File: config.mk
export PLATFORM = sky130hd
export DESIGN_NAME = shift_term_encoder_flat
export DESIGN_NICKNAME = d
export VERILOG_FILES = /design/src/rtl/shift_term_encoder_if.sv /design/src/rtl/shift_term_encoder.sv /design/src/flat_wrapper.sv
export SDC_FILE = /design/constraint.sdc
export NUM_CORES = 1
export LEC_CHECK = 0
export CAP_MARGIN = 20
export CORE_ASPECT_RATIO = 1.25
export CORE_MARGIN = 2
export CORE_UTILIZATION = 45
export CTS_CLUSTER_SIZE = 40
export DETAILED_ROUTE_END_ITERATION = 10
export PLACE_DENSITY_LB_ADDON = 0.2
export SYNTH_ARGS = -nofsm -noshare
export SYNTH_HDL_FRONTEND = slang
export SYNTH_SLANG_ARGS = --single-unit
File: constraint.sdc
create_clock -name clk -period 8 [get_ports clk]
set_input_delay 1.6 -clock clk [delete_from_list [all_inputs] [get_ports clk]]
set_output_delay 1.6 -clock clk [all_outputs]
set_load 0.005 [all_outputs]
File: src/rtl/shift_term_encoder_if.sv
// Handshake and result bundle for shift_term_encoder: weight in, signed shift terms out.
// The master side drives the weight and accepts the result; the slave side is the encoder.
interface shift_term_encoder_if #(
    parameter int BITS  = 17,
    parameter int DEPTH = 3
) ();
    localparam int SW = $clog2(BITS + 2) + 1;

    logic                  in_valid;
    logic                  in_ready;
    logic [BITS-1:0]       weight;
    logic                  out_valid;
    logic                  out_ready;
    logic [DEPTH*SW-1:0]   shift_terms;
    logic [BITS+1:0]       remainder;
    logic                  exact;

    modport master (
        output in_valid, weight, out_ready,
        input  in_ready, out_valid, shift_terms, remainder, exact
    );

    modport slave (
        input  in_valid, weight, out_ready,
        output in_ready, out_valid, shift_terms, remainder, exact
    );
endinterface

File: src/rtl/shift_term_encoder.sv
// Greedy nearest-power-of-two encoder: expresses a signed constant as DEPTH signed
// shift terms (+/-(n+1) meaning +/-2^n), one term per cycle, plus the residue left over.
module shift_term_encoder #(
    parameter int BITS  = 17,
    parameter int DEPTH = 3
) (
    input  logic                 clk,
    input  logic                 reset_n,
    shift_term_encoder_if.slave  bus
);
    localparam int SW = $clog2(BITS + 2) + 1;
    localparam int RW = BITS + 2;
    localparam int IW = $clog2(DEPTH + 1);

    localparam logic [1:0] IDLE = 2'd0;
    localparam logic [1:0] CALC = 2'd1;
    localparam logic [1:0] DONE = 2'd2;

    logic [1:0]            state_q, state_d;
    logic signed [RW-1:0]  r_q, r_d;
    logic [IW-1:0]         idx_q, idx_d;
    logic [DEPTH*SW-1:0]   terms_q, terms_d;
    logic                  exact_q, exact_d;

    logic [RW-1:0]         mag;
    logic [SW-1:0]         msb;
    logic                  half;
    logic [SW-1:0]         n_sel;
    logic signed [RW-1:0]  step;
    logic signed [SW-1:0]  mag_term;
    logic signed [SW-1:0]  term;

    // NOTE: every combinational output gets a default first so no path leaves it unassigned (no latches).
    always_comb begin
        mag  = r_q[RW-1] ? -r_q : r_q;
        msb  = '0;
        half = 1'b0;
        for (int i = 1; i <= BITS; i++) begin
            if (mag[i]) begin
                msb  = SW'(i);
                half = mag[i-1];
            end
        end
        // Bit below the MSB set means |r| >= 1.5*2^msb: the next power is at least as close (ties go up).
        n_sel    = (half && (msb < SW'(BITS))) ? msb + SW'(1) : msb;
        step     = RW'(1) << n_sel;
        mag_term = $signed(n_sel + SW'(1));
        term     = r_q[RW-1] ? -mag_term : mag_term;
    end

    // NOTE: next-state logic uses blocking assignments; only the always_ff below uses <=.
    always_comb begin
        state_d = state_q;
        r_d     = r_q;
        idx_d   = idx_q;
        terms_d = terms_q;
        exact_d = exact_q;
        case (state_q)
            IDLE: begin
                if (bus.in_valid) begin
                    r_d     = RW'($signed(bus.weight));
                    idx_d   = '0;
                    terms_d = '0;
                    exact_d = 1'b0;
                    state_d = CALC;
                end
            end
            CALC: begin
                if (idx_q == IW'(DEPTH)) begin
                    exact_d = (r_q == '0);
                    state_d = DONE;
                end else begin
                    if (r_q != '0) begin
                        terms_d[idx_q*SW +: SW] = term;
                        r_d = r_q[RW-1] ? r_q + step : r_q - step;
                    end
                    idx_d = idx_q + IW'(1);
                end
            end
            DONE: begin
                if (bus.out_ready) state_d = IDLE;
            end
            default: state_d = IDLE;
        endcase
    end

    // NOTE: the term register is reset too, because its contents are visible outputs that must read 0.
    always_ff @(posedge clk or negedge reset_n) begin
        if (!reset_n) begin
            state_q <= IDLE;
            r_q     <= '0;
            idx_q   <= '0;
            terms_q <= '0;
            exact_q <= 1'b0;
        end else begin
            state_q <= state_d;
            r_q     <= r_d;
            idx_q   <= idx_d;
            terms_q <= terms_d;
            exact_q <= exact_d;
        end
    end

    assign bus.in_ready    = (state_q == IDLE);
    assign bus.out_valid   = (state_q == DONE);
    assign bus.shift_terms = terms_q;
    assign bus.remainder   = r_q;
    assign bus.exact       = exact_q;
endmodule

File: src/flat_wrapper.sv
// flat-port wrapper written by rule: the top's interface ports become plain ports
module shift_term_encoder_flat 
#(
    parameter int BITS  = 17,
    parameter int DEPTH = 3
)
  (clk, reset_n, bus_in_valid, bus_weight, bus_out_ready, bus_in_ready, bus_out_valid, bus_shift_terms, bus_remainder, bus_exact);
  shift_term_encoder_if #(.BITS(BITS), .DEPTH(DEPTH)) bus_i ();
  input  logic clk;
  input  logic reset_n;
  input wire logic [$bits(bus_i.in_valid)-1:0] bus_in_valid;
  input wire logic [$bits(bus_i.weight)-1:0] bus_weight;
  input wire logic [$bits(bus_i.out_ready)-1:0] bus_out_ready;
  output wire logic [$bits(bus_i.in_ready)-1:0] bus_in_ready;
  output wire logic [$bits(bus_i.out_valid)-1:0] bus_out_valid;
  output wire logic [$bits(bus_i.shift_terms)-1:0] bus_shift_terms;
  output wire logic [$bits(bus_i.remainder)-1:0] bus_remainder;
  output wire logic [$bits(bus_i.exact)-1:0] bus_exact;
  assign bus_i.in_valid = bus_in_valid;
  assign bus_i.weight = bus_weight;
  assign bus_i.out_ready = bus_out_ready;
  assign bus_in_ready = bus_i.in_ready;
  assign bus_out_valid = bus_i.out_valid;
  assign bus_shift_terms = bus_i.shift_terms;
  assign bus_remainder = bus_i.remainder;
  assign bus_exact = bus_i.exact;
  shift_term_encoder #(.BITS(BITS), .DEPTH(DEPTH)) u_core (.clk(clk), .reset_n(reset_n), .bus(bus_i));
endmodule
==> impl_metrics.py <==
metrics = {
    "run_status": {
        "status": "finished, final reports clean",
    },
    "worst_setup_path": {
        "reg2reg_from": "u_core.bus.remainder[0]",
        "r2r_slack_ps": 430,
        "worstSetupStartpointType": "flip-flop",
        "r2r-end": "u_core.bus.remainder[18]",
        "r2r_cells": 32,
        "cp_max_fo": 12,
        "crit_slowest_cell": "or4_4",
        "cp.arrival_ps": 7760,
        "crit_path_max_incr_delay_ps": 580,
        "endpoint_kind": "flip-flop",
        "path_common_cell": "nand2_1",
        "crit_type": "flip-flop to flip-flop",
        "cp.required_ps": 8190,
    },
    "yosys": {
        "syn_nets": 791,
        "synth_edf_count": 0,
        "yosysWarningCount": 0,
        "synth.distinct_cells": 80,
        "synthesis.instances": 734,
        "ys_async_sr_fraction_pct": 100,
        "avgSynthCellArea_um2": 7.36,
        "ys_ff_latch": 42,
        "yosysSeqAreaShare_pct": 19.5,
        "synth-main-ff-cell": "dfrtp_1",
        "syn_area_um2": 5400,
    },
    "clock_network": {
        "clkSinkCount": 42,
        "clk_latency_ps": 290,
        "post-cts-setup-buffer-count": 0,
        "cts_max_path_buffers": 2,
        "numCtsBuffers": 5,
        "cts_hold_buf": 0,
        "cts.repair.resized": 1,
        "clk_pin_slew_ps": 70,
        "cts_tree": "done",
        "cts-root-buf": "clkbuf_16",
        "htreeDepth": 2,
    },
    "cells_and_area": {
        "syn_to_final_growth_pct": 21.7,
        "diodes": 0,
        "final_common_cell": "nor2_1",
        "nets": 850,
        "final_layout_size_suffix_gt1_share_pct": 12.9,
        "finalInstanceArea_um2": 6570,
        "layout_common_cells": "nor2_1 (78), nand2_1 (76), clkdlybuf4s50_1 (59)",
        "fillers": 1126,
        "finalNonFillerCells": 954,
    },
    "timing": {
        "clock_skew_ps": 8.07,
        "setup_viol_count_final": 0,
        "fin_crit_ps": 7570,
        "fin_setup_tns_ps": 0,
        "finalCritPeriodShare_pct": 94.6,
        "hold_violations": 0,
        "timing.fmax_mhz": 132,
        "slew-limit-headroom_pct": 47.7,
        "slew_violations": 0,
        "worst_pin_slew_ps": 777,
    },
    "global_routing": {
        "grt_pass1_vias": 5561,
        "grt_antenna_before_repair": 0,
        "grt_pass1_wl_mm": 27.9,
        "overflow": 0,
        "gr-usage-all-layers_pct": 27.3,
        "grt_max_degree": 43,
    },
    "drt": {
        "drt-initial-drc-count": 443,
        "wl_met3_um": 846,
        "wl_met2_mm": 8.86,
        "top_layer": "met4",
        "route.detailed.drc": 0,
        "drtPass1Iterations": 5,
        "wl_mm": 17.7,
        "routed-via-count": 5849,
        "post_drt_wl_per_cell_um": 18.6,
        "drt.antenna.violating_nets": 0,
        "via_per_inst": 6.13,
        "wl_met1_mm": 7.22,
    },
    "die": {
        "die-area_um2": 12900,
        "io_pins": 61,
        "fp.coreArea_um2": 11700,
        "die_h_um": 126,
        "fp.dieW_um": 102,
        "rows": 44,
        "initial_core_util_pct": 46.3,
    },
    "worst_hold_path": {
        "min_path_cells": 2,
        "min_to": "u_core.bus.shift_terms[15]",
        "hold_class": "flip-flop to flip-flop",
        "hp-start": "u_core.bus.shift_terms[15]",
    },
    "placed_design": {
        "port_buffers": 60,
        "gp_congestion": 0.963,
        "dp_cells": 947,
        "dp_hpwl_mm": 13.5,
        "placed_area_um2": 6320,
    },
    "flow_run": {
        "max-cap-violations": 0,
    },
}
cell families (layout without fill, tap and decap cells):
| logic type | Yosys count | count (layout) | synth area share, % |
|---|---|---|---|
| xor+xnor | 46 | 46 | 7.71 |
| flops | 42 | 42 | 19.5 |
| simple gates | 277 | 277 | 25.0 |
| compound gates | 242 | 242 | 31.4 |
| buf+inv | 79 | 138 | 5.58 |
| fa+ha+maj | 36 | 36 | 8.48 |
| mux | 12 | 12 | 2.34 |
cells in the mapped netlist, types with 10 or more instances:
| cell type | instances | area, µm² |
|---|---|---|
| nor2_1 | 78 | 293 |
| xnor2_1 | 36 | 315 |
| a21oi_1 | 43 | 215 |
| a31oi_1 | 14 | 87.6 |
| o21ai_0 | 49 | 245 |
| clkbuf_1 | 43 | 161 |
| dfrtp_1 | 42 | 1050 |
| inv_1 | 27 | 101 |
| nor3_1 | 25 | 125 |
| nand2_1 | 77 | 289 |
| nand3_1 | 14 | 70.1 |
| ha_1 | 35 | 438 |
| a21o_1 | 10 | 75.1 |
| nand2b_1 | 11 | 68.8 |
worst max-delay path: cells and delay by family, from the launching register on:
family	cells	cell delay [ps]
AOI/OAI and AO/OA	15	3220
and+or+nand+nor	9	1910
adders and majority gates	3	1030
buffers and inverters	4	710
DFF	1	420
xor gates and xnor gates	1	160
sequential cells by signal (all words and copies together) (netlist names):
signal	cells
u_core.state_q	2
u_core.bus.shift_terms	18
u_core.idx_q	2
u_core.bus.exact	1
u_core.bus.remainder	19
worst max path at each step:
stage / to / cells past startpoint / from
floorplan: u_core.bus.remainder[18] / 41 / u_core.bus.remainder[1]
global placement: u_core.bus.remainder[18] / 37 / u_core.bus.remainder[0]
detailed placement: u_core.bus.remainder[18] / 36 / u_core.bus.remainder[0]
CTS: u_core.bus.remainder[18] / 35 / u_core.bus.remainder[0]
global route: u_core.bus.remainder[18] / 33 / u_core.bus.remainder[0]
finish: u_core.bus.remainder[18] / 32 / u_core.bus.remainder[0]
per-layer routing:
| layer | global-route usage, % | vias to the layer above |
|---|---|---|
| met4 | 12.5 | 0 |
| met2 | 47.9 | 223 |
| met1 | 32.8 | 2753 |
| met5 | 0 | - |
| met3 | 3.25 | 51 |
| li1 | - | 2822 |
metrics by stage:
stage | utilization [%] | hold slack, ps | setup WS (ps)
detailed placement | 54.2 | 476 | 56.5
global route | 56.3 | 527 | -21.6
finish | 56.3 | 496 | 434
CTS | 55.4 | 501 | 18.6
floorplan | - | 473 | 109
global placement | 54.2 | 474 | 340
cell type report:
type | count | area, µm² | share of cell area, %
repair buffers | 102 | 911 | 13.9
inverters | 29 | 109 | 1.66
well taps | 161 | 201 | 3.06
clock buffers | 6 | 129 | 1.96
multi-input cells | 613 | 4160 | 63.3
flip-flops and latches | 42 | 1050 | 16.0
clock inverters | 1 | 7.51 | 0.114
Power is left out: the tool's default activity adds up to more than one toggle a clock period on the data nets, which glitch-free logic cannot reach.
